### src/rtl/sram_bank_arbiter_pkg.sv
// sram_ctrl_pkg: shared types and helpers for the SRAM bank arbiter.
//   arb_state_e  - transaction FSM states
//   calc_addr_w  - request address width {bank,row,col}
//   addr_bank/addr_row/addr_col - field extraction from a request address
package sram_ctrl_pkg;

    typedef enum logic [1:0] {
        IDLE    = 2'd0,
        ISSUE   = 2'd1,
        CAPTURE = 2'd2,
        RESP    = 2'd3
    } arb_state_e;

    function automatic int calc_addr_w(int nb, int rows, int cols, int dw);
        return $clog2(nb) + $clog2(rows) + $clog2(cols / dw);
    endfunction

    // Bank sits in the MSBs, column in the LSBs.
    function automatic logic [31:0] addr_bank(logic [31:0] a, int row_w, int col_w);
        return a >> (row_w + col_w);
    endfunction

    function automatic logic [31:0] addr_row(logic [31:0] a, int row_w, int col_w);
        return (a >> col_w) & ((32'd1 << row_w) - 32'd1);
    endfunction

    function automatic logic [31:0] addr_col(logic [31:0] a, int col_w);
        return a & ((32'd1 << col_w) - 32'd1);
    endfunction

endpackage

### src/rtl/sram_bank_arbiter_if.sv
// Requester-side bus of the SRAM bank arbiter.
//   req_valid/req_ready - per-requester handshake, ready is one-hot
//   req_we/addr/wdata/wmask - per-requester payload, requester i at index i
//   rsp_valid - one-cycle completion pulse to the owner
//   rsp_rdata - shared read data, valid with any rsp_valid bit
// Modports: master (client side), slave (arbiter side).
interface sram_bank_arbiter_if #(
    parameter int NUM_REQ    = 4,
    parameter int DATA_WIDTH = 8,
    parameter int ADDR_W     = 11
);
    logic [NUM_REQ-1:0]                 req_valid;
    logic [NUM_REQ-1:0]                 req_ready;
    logic [NUM_REQ-1:0]                 req_we;
    logic [NUM_REQ-1:0][ADDR_W-1:0]     req_addr;
    logic [NUM_REQ-1:0][DATA_WIDTH-1:0] req_wdata;
    logic [NUM_REQ-1:0][DATA_WIDTH-1:0] req_wmask;
    logic [NUM_REQ-1:0]                 rsp_valid;
    logic [DATA_WIDTH-1:0]              rsp_rdata;

    modport master (
        output req_valid, req_we, req_addr, req_wdata, req_wmask,
        input  req_ready, rsp_valid, rsp_rdata
    );

    modport slave (
        input  req_valid, req_we, req_addr, req_wdata, req_wmask,
        output req_ready, rsp_valid, rsp_rdata
    );
endinterface

### src/rtl/sram_bank_arbiter_rr_arbiter.sv
// rr_arbiter: round-robin pick among NUM_REQ requests.
//   clk, rst      - clock, async active-low reset
//   req_i         - request vector
//   advance_i     - pulse on handshake; pointer moves past the winner
//   gnt_o         - one-hot grant (zero when no request)
//   gnt_idx_o     - index of the granted requester
module rr_arbiter #(
    parameter  int NUM_REQ = 4,
    localparam int IW      = $clog2(NUM_REQ)
) (
    input  logic               clk,
    input  logic               rst,
    input  logic [NUM_REQ-1:0] req_i,
    input  logic               advance_i,
    output logic [NUM_REQ-1:0] gnt_o,
    output logic [IW-1:0]      gnt_idx_o
);
    logic [IW-1:0] ptr_q;
    logic          found;
    int            idx;

    // Scan from the pointer upward with wraparound; first set bit wins.
    always_comb begin
        gnt_o     = '0;
        gnt_idx_o = '0;
        found     = 1'b0;
        idx       = 0;
        for (int i = 0; i < NUM_REQ; i++) begin
            idx = (int'(ptr_q) + i) % NUM_REQ;
            if (!found && req_i[IW'(idx)]) begin
                found            = 1'b1;
                gnt_o[IW'(idx)]  = 1'b1;
                gnt_idx_o        = IW'(idx);
            end
        end
    end

    always_ff @(posedge clk or negedge rst) begin
        if (!rst) begin
            ptr_q <= '0;
        end else if (advance_i) begin
            ptr_q <= (gnt_idx_o == IW'(NUM_REQ - 1)) ? '0 : gnt_idx_o + 1'b1;
        end
    end
endmodule

### src/rtl/sram_bank_arbiter.sv
// sram_bank_arbiter: shares one banked SRAM array among NUM_REQ requesters.
// One transaction in flight; round-robin arbitration; registered read data.
//   clk, rst  - clock, async active-low reset
//   bus       - requester bus (sram_bank_arbiter_if.slave)
//   mem_*     - array interface; mem_data_out valid the cycle after address
// Optional (SRAM_ARB_PERF_CNT_EN): perf_clr input, perf_grant_cnt output with
// one 16-bit saturating grant counter per requester.
module sram_bank_arbiter
    import sram_ctrl_pkg::*;
#(
    parameter  int NUM_REQ    = 4,
    parameter  int NUM_BANKS  = 4,
    parameter  int ROWS       = 64,
    parameter  int COLS       = 64,
    parameter  int DATA_WIDTH = 8,
    localparam int BW         = $clog2(NUM_BANKS),
    localparam int RW         = $clog2(ROWS),
    localparam int CW         = $clog2(COLS / DATA_WIDTH),
    localparam int ADDR_W     = calc_addr_w(NUM_BANKS, ROWS, COLS, DATA_WIDTH),
    localparam int IW         = $clog2(NUM_REQ)
) (
    input  logic                  clk,
    input  logic                  rst,
    sram_bank_arbiter_if.slave    bus,
    output logic [BW-1:0]         mem_bank_select,
    output logic [RW-1:0]         mem_row_select,
    output logic [CW-1:0]         mem_col_select,
    output logic [DATA_WIDTH-1:0] mem_write_enable,
    output logic [DATA_WIDTH-1:0] mem_data_in,
    input  logic [DATA_WIDTH-1:0] mem_data_out
`ifdef SRAM_ARB_PERF_CNT_EN
    ,
    input  logic                     perf_clr,
    output logic [NUM_REQ-1:0][15:0] perf_grant_cnt
`endif
);
    arb_state_e            state_q, state_d;
    logic [NUM_REQ-1:0]    gnt;
    logic [IW-1:0]         gnt_idx;
    logic                  hs;
    logic                  we_q;
    logic [ADDR_W-1:0]     addr_q;
    logic [DATA_WIDTH-1:0] wdata_q, wmask_q, rdata_q;
    logic [IW-1:0]         owner_q;

    // Ready is gated by rst so nothing is offered while reset is held.
    assign hs            = rst && (state_q == IDLE) && (|bus.req_valid);
    assign bus.req_ready = hs ? gnt : '0;
    assign bus.rsp_rdata = rdata_q;

    rr_arbiter #(.NUM_REQ(NUM_REQ)) u_arb (
        .clk       (clk),
        .rst       (rst),
        .req_i     (bus.req_valid),
        .advance_i (hs),
        .gnt_o     (gnt),
        .gnt_idx_o (gnt_idx)
    );

    always_comb begin
        state_d = state_q;
        case (state_q)
            IDLE:    if (hs) state_d = ISSUE;
            ISSUE:   state_d = we_q ? RESP : CAPTURE;
            CAPTURE: state_d = RESP;
            RESP:    state_d = IDLE;
            default: state_d = IDLE;
        endcase
    end

    always_ff @(posedge clk or negedge rst) begin
        if (!rst) begin
            state_q <= IDLE;
            we_q    <= 1'b0;
            addr_q  <= '0;
            wdata_q <= '0;
            wmask_q <= '0;
            owner_q <= '0;
            rdata_q <= '0;
        end else begin
            state_q <= state_d;
            if (hs) begin
                we_q    <= bus.req_we[gnt_idx];
                addr_q  <= bus.req_addr[gnt_idx];
                wdata_q <= bus.req_wdata[gnt_idx];
                wmask_q <= bus.req_wmask[gnt_idx];
                owner_q <= gnt_idx;
            end
            if (state_q == CAPTURE) rdata_q <= mem_data_out;
        end
    end

    // Address stays on the array through CAPTURE so the read word is stable;
    // data and strobe only appear in ISSUE.
    always_comb begin
        mem_bank_select  = '0;
        mem_row_select   = '0;
        mem_col_select   = '0;
        mem_write_enable = '0;
        mem_data_in      = '0;
        bus.rsp_valid    = '0;
        if (state_q == ISSUE || state_q == CAPTURE) begin
            mem_bank_select = BW'(addr_bank(32'(addr_q), RW, CW));
            mem_row_select  = RW'(addr_row(32'(addr_q), RW, CW));
            mem_col_select  = CW'(addr_col(32'(addr_q), CW));
        end
        if (state_q == ISSUE) begin
            mem_data_in      = wdata_q;
            mem_write_enable = we_q ? wmask_q : '0;
        end
        if (state_q == RESP) bus.rsp_valid[owner_q] = 1'b1;
    end

`ifdef SRAM_ARB_PERF_CNT_EN
    logic [NUM_REQ-1:0][15:0] cnt_q;

    always_ff @(posedge clk or negedge rst) begin
        if (!rst) begin
            cnt_q <= '0;
        end else if (perf_clr) begin
            cnt_q <= '0;
        end else if (hs && cnt_q[gnt_idx] != 16'hFFFF) begin
            cnt_q[gnt_idx] <= cnt_q[gnt_idx] + 16'd1;
        end
    end

    assign perf_grant_cnt = cnt_q;
`endif
endmodule

### src/flat_wrapper.sv
// flat-port wrapper written by rule: the top's interface ports become plain ports
module sram_bank_arbiter_flat import sram_ctrl_pkg::*;
#(
    parameter  int NUM_REQ    = 4,
    parameter  int NUM_BANKS  = 4,
    parameter  int ROWS       = 64,
    parameter  int COLS       = 64,
    parameter  int DATA_WIDTH = 8,
    localparam int BW         = $clog2(NUM_BANKS),
    localparam int RW         = $clog2(ROWS),
    localparam int CW         = $clog2(COLS / DATA_WIDTH),
    localparam int ADDR_W     = calc_addr_w(NUM_BANKS, ROWS, COLS, DATA_WIDTH),
    localparam int IW         = $clog2(NUM_REQ)
)
  (clk, rst, mem_bank_select, mem_row_select, mem_col_select, mem_write_enable, mem_data_in, mem_data_out, bus_req_valid, bus_req_we, bus_req_addr, bus_req_wdata, bus_req_wmask, bus_req_ready, bus_rsp_valid, bus_rsp_rdata);
  sram_bank_arbiter_if #(.NUM_REQ(NUM_REQ), .DATA_WIDTH(DATA_WIDTH), .ADDR_W((11))) bus_i ();
  input  logic clk;
  input  logic rst;
  output logic [BW-1:0] mem_bank_select;
  output logic [RW-1:0] mem_row_select;
  output logic [CW-1:0] mem_col_select;
  output logic [DATA_WIDTH-1:0] mem_write_enable;
  output logic [DATA_WIDTH-1:0] mem_data_in;
  input  logic [DATA_WIDTH-1:0] mem_data_out;
  input wire logic [$bits(bus_i.req_valid)-1:0] bus_req_valid;
  input wire logic [$bits(bus_i.req_we)-1:0] bus_req_we;
  input wire logic [$bits(bus_i.req_addr)-1:0] bus_req_addr;
  input wire logic [$bits(bus_i.req_wdata)-1:0] bus_req_wdata;
  input wire logic [$bits(bus_i.req_wmask)-1:0] bus_req_wmask;
  output wire logic [$bits(bus_i.req_ready)-1:0] bus_req_ready;
  output wire logic [$bits(bus_i.rsp_valid)-1:0] bus_rsp_valid;
  output wire logic [$bits(bus_i.rsp_rdata)-1:0] bus_rsp_rdata;
  assign bus_i.req_valid = bus_req_valid;
  assign bus_i.req_we = bus_req_we;
  assign bus_i.req_addr = bus_req_addr;
  assign bus_i.req_wdata = bus_req_wdata;
  assign bus_i.req_wmask = bus_req_wmask;
  assign bus_req_ready = bus_i.req_ready;
  assign bus_rsp_valid = bus_i.rsp_valid;
  assign bus_rsp_rdata = bus_i.rsp_rdata;
  sram_bank_arbiter #(.NUM_REQ(NUM_REQ), .NUM_BANKS(NUM_BANKS), .ROWS(ROWS), .COLS(COLS), .DATA_WIDTH(DATA_WIDTH)) u_core (.clk(clk), .rst(rst), .bus(bus_i), .mem_bank_select(mem_bank_select), .mem_row_select(mem_row_select), .mem_col_select(mem_col_select), .mem_write_enable(mem_write_enable), .mem_data_in(mem_data_in), .mem_data_out(mem_data_out));
endmodule
### config.mk
export PLATFORM = sky130hd
export DESIGN_NAME = sram_bank_arbiter_flat
export DESIGN_NICKNAME = d
export VERILOG_FILES = /design/src/rtl/sram_bank_arbiter_pkg.sv /design/src/rtl/sram_bank_arbiter_if.sv /design/src/rtl/sram_bank_arbiter_rr_arbiter.sv /design/src/rtl/sram_bank_arbiter.sv /design/src/flat_wrapper.sv
export SDC_FILE = /design/constraint.sdc
export NUM_CORES = 1
export LEC_CHECK = 0
export CORE_AREA = 4 4 107 79
export DETAILED_ROUTE_END_ITERATION = 6
export DIE_AREA = 0 0 111 83
export PLACE_DENSITY_LB_ADDON = 0.3
export SLEW_MARGIN = 20
export SYNTH_ARGS = -nofsm -noshare
export SYNTH_HDL_FRONTEND = slang
export SYNTH_HIERARCHICAL = 1
export SYNTH_SLANG_ARGS = --single-unit
### constraint.sdc
create_clock -name clk -period 5.8 [get_ports clk]
set_input_delay 1.16 -clock clk [delete_from_list [all_inputs] [get_ports clk]]
set_output_delay 1.16 -clock clk [all_outputs]
set_load 0.03 [all_outputs]
After elaboration in Yosys (flattened, before gate mapping)
Index checks and enable logic that the tools add are counted.
{ "word_totals": {"wordCells": 100, "output_inout_bits": 43, "input_bits": 126, "reg_bits": 42} }
{ "classes": {"add_sub_neg": 4, "mux": 53, "bitwise_logic": 3, "reduce_logical": 16, "n_eq_ne": 5, "order_cmp": 11} }
{ "op_table": {"columns": ["cell", "count"], "rows": [
  ["2-to-1 mux 8 bit", 5],
  ["binary-select mux 8 bit (select 2 bit)", 2],
  ["2-to-1 mux 4 bit", 6],
  ["binary-select mux 11 bit (select 2 bit)", 1],
  ["2-to-1 mux 1 bit", 18],
  ["< comparator 2 x 4 -> 1 bit (second input constant)", 4],
  ["2-to-1 mux 2 bit", 7],
  ["bitwise OR 4 bit", 3],
  ["2-to-1 mux 11 bit", 1],
  ["binary-select mux 1 bit (select 2 bit)", 5],
  ["demux 1 bit (select 2 bit)", 5],
  ["greater-or-equal comparator 2 x 1 -> 1 bit (second input constant)", 5],
  ["logical AND 1 bit", 10],
  ["one-hot mux 2 bit (4 select lines)", 1],
  ["== test 2 bit (second input constant)", 3],
  ["< comparator 2 x 3 -> 1 bit (second input constant)", 2],
  ["2-to-1 mux 6 bit", 1],
  ["adder 2 x 1 -> 2 bit (second input constant)", 2],
  ["adder 2 bit (second input constant)", 2],
  ["OR reduction 4 bit", 1],
  ["logical NOT 1 bit", 3],
  ["2-to-1 mux 3 bit", 1],
  ["== test 2 x 1 -> 1 bit (second input constant)", 1],
  ["logical NOT 2 bit", 1],
  ["other kinds (2)", 2]
]} }

Logic depth before layout (Yosys ltp)
Gate-level depths: netlist of the first run.
{ "logic_depth": {"depth_word": 15, "mapped_depth": 13, "mapped_depth_nobuf": 9} }

Modules after synthesis
Netlist of the first run, hierarchy kept.
{ "by_module_without_submodules": {"columns": ["module", "cells_each", "n_inst", "area_each_um2", "seq_area_each_um2"], "rows": [
  ["sram_bank_arbiter", 170, 1, 2502.4, 1001.0],
  ["rr_arbiter", 69, 1, 595.6, 50.0]
]} }

Worst setup path before layout of the first run
Ideal clock, no wire load.
{ "synth_path": {"path_kind": "input to output", "start": "in bus_req_valid[1]", "end": "out bus_req_ready[2]", "stages": 6, "arrival_ps": 2829, "n_path_buf": 2, "required_time_ps": 4640, "path_slack_ps": 1811, "cell_sequence": "buf_2 -> mux4_1 -> buf_2 -> nor4_2 -> a221o_1 -> and2_1"} }
{ "synth_between": {"elab_chain_cells": 14, "elab_cells_between_ends": 31, "cone_classes": "mux: 20; bitwise: 3; reduce/logical: 8"} }
{ "synth_lines": {"columns": ["element", "line_no", "rtl"], "rows": [
  ["start, declared", "flat_wrapper.sv:25", "input wire logic [$bits(bus_i.req_valid)-1:0] bus_req_valid;"],
  ["binary-select mux 1 bit (select 2 bit)", "sram_bank_arbiter_rr_arbiter.sv:30", "if (!found && req_i[IW'(idx)]) begin"],
  ["2-to-1 mux 1 bit (not written as such) (2 in series)", "sram_bank_arbiter_rr_arbiter.sv:30", null],
  ["2-to-1 mux 1 bit", "sram_bank_arbiter_rr_arbiter.sv:30", null],
  ["logical NOT 1 bit", "sram_bank_arbiter_rr_arbiter.sv:30", null],
  ["logical AND 1 bit", "sram_bank_arbiter_rr_arbiter.sv:30", null],
  ["2-to-1 mux 1 bit", "sram_bank_arbiter_rr_arbiter.sv:30", null],
  ["logical NOT 1 bit", "sram_bank_arbiter_rr_arbiter.sv:30", null],
  ["logical AND 1 bit", "sram_bank_arbiter_rr_arbiter.sv:30", null],
  ["2-to-1 mux 1 bit", "sram_bank_arbiter_rr_arbiter.sv:30", null],
  ["logical NOT 1 bit", "sram_bank_arbiter_rr_arbiter.sv:30", null],
  ["logical AND 1 bit", "sram_bank_arbiter_rr_arbiter.sv:30", null],
  ["2-to-1 mux 4 bit *", "sram_bank_arbiter_rr_arbiter.sv:30", null],
  ["named net u_core.gnt[2]", "sram_bank_arbiter.sv:38", "logic [NUM_REQ-1:0] gnt;"],
  ["2-to-1 mux 4 bit *", "sram_bank_arbiter.sv:48", "assign bus.req_ready = hs ? gnt : '0;"],
  ["end, declared", "flat_wrapper.sv:30", "output wire logic [$bits(bus_i.req_ready)-1:0] bus_req_ready;"]
]} }
The timed path passes the listed nets; every way through them passes the cells marked *. The select of a mux whose other input is x is not followed.

Final worst setup path of the first run
Same ends and word-level chain as after synthesis.

==> flow_summary.json, run 1 <==
{
  "wl_met3_um": 785,
  "slew_headroom": 0.446,
  "final-setup-viol-count": 0,
  "rrSetupSlack_ns": 1.53,
  "vias": 2647,
  "h-tree-depth": 2,
  "finalHoldViolCount": 0,
  "cp-start-kind": "primary input",
  "synth.most_common_cell": "dfrtp_1",
  "rsz0062_at_grt": "no",
  "grt_max_degree": 43,
  "cp_data_required_time_ns": 4.64,
  "layout.cells.non_filler": 502,
  "cts_tree": "built",
  "design.die.area_um2": 9210,
  "critPathTopFamily": "buffers and inverters",
  "syn-cell-area_um2": 3100,
  "ys_seq_elements": 42,
  "internal-power_mw": 1.47,
  "fillers": 589,
  "area_growth_pct": 58.5,
  "io_pins": 169,
  "hpwl_mm": 6.94,
  "top_layer": "met4",
  "ys_seq_area_frac": 0.339,
  "fin_ws_ns": 0.532,
  "slowest_delay_ns": 0.78,
  "p_per_area_nw_per_um2": 526,
  "synth_area_leaders": "dfrtp_1, mux4_2, mux2_2",
  "dp.cells": 494,
  "syn_nets": 379,
  "tightest_slew_ns": 0.821,
  "cts_hold_buf": 0,
  "reg2reg_depth": 10,
  "crit_chain": "clkdlybuf4s50_1, mux4_1, nor4_2, a221o_1, and2_1, clkdlybuf4s50_1",
  "fin_crit_sh": 0.908,
  "async_flop_share": 1.00,
  "startpoint": "bus_req_valid[1]",
  "synth_cell_type_count": 34,
  "run_status": "finished, final reports clean",
  "cts-root-buf": "clkbuf_8",
  "wl_per_cell_um": 17.5,
  "layout-drive-gt1-share": 0.214,
  "path_clk_slew_ns": 0.07,
  "grt.total_usage": 0.191,
  "regArea_um2": 1050,
  "grt_antenna_before_repair": 0,
  "switching_share": 0.430,
  "die_h_um": 83,
  "place_area_um2": 4820,
  "grt_pass1_vias": 2892,
  "rows": 27,
  "cts_setup_buffers": 0,
  "multi_input_comb_area_um2": 1920,
  "cp.depth": 6,
  "drt_iter0_markers": 91,
  "antenna_cells": 0,
  "finalClockSkew_ns": 0.0142,
  "place_ws_ns": 0.568,
  "grt_pass1_wl_mm": 14.3,
  "hold_path_class": "reg2reg",
  "clk_latency_ns": 0.30,
  "switchingPower_mw": 1.11,
  "yosys-top-cells-count": "dfrtp_1, mux2_2, mux4_2, and2_1, ha_1",
  "ir_drop_v": 0.000376,
  "cts_resized": 0,
  "gr-total-overflow": 0,
  "initial_core_util": 0.411,
  "crit_type": "in2out",
  "whs_path_depth": 1,
  "p_seq_frac": 0.214,
  "synthCells": 239,
  "synth_edf_count": 0,
  "fmax_mhz": 190,
  "clkPwrFrac": 0.075,
  "final_area_um2": 4910,
  "avgSynthCellArea_um2": 13.0,
  "cp_common_cell": "clkdlybuf4s50_1",
  "yosysTopAreaCellShare": 0.339,
  "io_buffers": 168,
  "clk_path_buf_depth": 2,
  "clkSinkCount": 42,
  "cap_violations": 0,
  "combPwrFrac": 0.711,
  "worst-endpoint-arrival_ns": 4.11,
  "leakage_nw": 1.94,
  "drc": 0,
  "die_width_um": 111,
  "min_from": "u_core/addr_q[7]",
  "via_per_inst": 5.27,
  "core_um2": 7530,
  "r2r_start": "u_core/u_arb/ptr_q[0]",
  "ant_nets": 0,
  "synth_warnings": 6,
  "synth_top_flop_cell": "dfrtp_1",
  "finalPower_mw": 2.58,
  "synth.largest_area_cell": "dfrtp_1",
  "cp-end-kind": "output pin",
  "gp_congestion": 0.868,
  "detail_route.first_pass.iterations": 4,
  "m1WireLength_mm": 3.73,
  "cp_max_fo": 11,
  "wirelength_mm": 8.80,
  "nets": 540,
  "finalSetupTns_ns": 0,
  "final_core_util": 0.652,
  "cts_made_buffers": 5,
  "wl_met2_mm": 4.23,
  "hold_ws_ns": 0.506,
  "drv_slew": 0,
  "fin_crit_ns": 5.27,
  "path_buf_inv": 2,
  "cpMaxStageDelayCell": "mux4_1"
}
-- flip-flops by register name, indices dropped and copies added (netlist names) --
register / count
u_core/owner_q: 2
u_core/u_arb/ptr_q: 2
u_core/we_q: 1
u_core/state_q: 2
u_core/wmask_q: 8
u_core/bus.rsp_rdata: 8
u_core/addr_q: 11
u_core/wdata_q: 8
-- cells by family (layout without fill, tap and decap cells) --
kind of cell / after synthesis / count (layout) / synth area share
AOI/OAI and AO/OA: 26 / 26 / 0.0586
buffers and inverters: 22 / 184 / 0.0428
adders and majority gates: 14 / 14 / 0.0565
DFF: 42 / 42 / 0.339
and+or+nand+nor: 62 / 62 / 0.122
muxes: 73 / 73 / 0.381
-- worst paths after layout --
kind                                           to
min in group asynchronous       u_core/state_q[0]
worst max register to register  u_core/wdata_q[7]
worst max-delay path             bus_req_ready[2]
worst min-delay path             u_core/addr_q[7]
worst min register to register   u_core/addr_q[7]
max in group asynchronous        u_core/addr_q[6]
-- per-layer routing --
layer | global-route usage | up-vias
met4 | 0.0302 | 0
li1 | - | 1234
met1 | 0.238 | 1264
met2 | 0.333 | 147
met5 | 0 | -
met3 | 0.0619 | 2
-- layout by cell type (no fill, tap or decap), drive strengths merged, types with 3 or more instances in the layout --
master,n
clkdlybuf4s50,167
dfrtp,42
mux2,40
mux4,31
and2,23
ha,14
o21ai,11
nor2,10
and3,9
inv,6
clkbuf,5
nand2,5
a22oi,5
buf,4
and3b,3
-- power groups by stage --
| stage | Sequential (mW) | Combinational [mW] | Clock [mW] |
|---|---|---|---|
| global route | 0.576 | 1.97 | 0.217 |
| floorplan | 0.575 | 1.31 | 0 |
| CTS | 0.555 | 1.86 | 0.200 |
| global placement | 0.548 | 1.82 | 0 |
| finish | 0.554 | 1.84 | 0.194 |
| detailed placement | 0.561 | 1.85 | 0 |
-- final cells by class --
cell class	count	share of cell area
multi-input cells	175	0.391
well taps	101	0.0257
flip-flops and latches	42	0.214
inverters	5	0.00382
repair buffers	171	0.346
clock buffers	5	0.0140
clock inverters	3	0.00484
-- worst register-to-register path: cells and delay by family, from the launching register on --
family                     cells  cell delay (ns)
buffers and inverters          2             0.69
DFF                            1             0.70
and+or+nand+nor                3             0.85
adders and majority gates      1             0.53
AOI/OAI and AO/OA              2             0.72
muxes                          2             0.67
Note: power is estimated with default switching activity, not from simulation.
==> run 2: changes to the inputs <==
--- a/config.mk
+++ b/config.mk
@@ -9,6 +9,7 @@
 export DETAILED_ROUTE_END_ITERATION = 6
 export DIE_AREA = 0 0 111 83
 export PLACE_DENSITY_LB_ADDON = 0.3
+export SETUP_SLACK_MARGIN = 0.1
 export SLEW_MARGIN = 20
 export SYNTH_ARGS = -nofsm -noshare
 export SYNTH_HDL_FRONTEND = slang
==> results of run 2 <==
Final layout, timing and power as in run 1 (identical DEF).
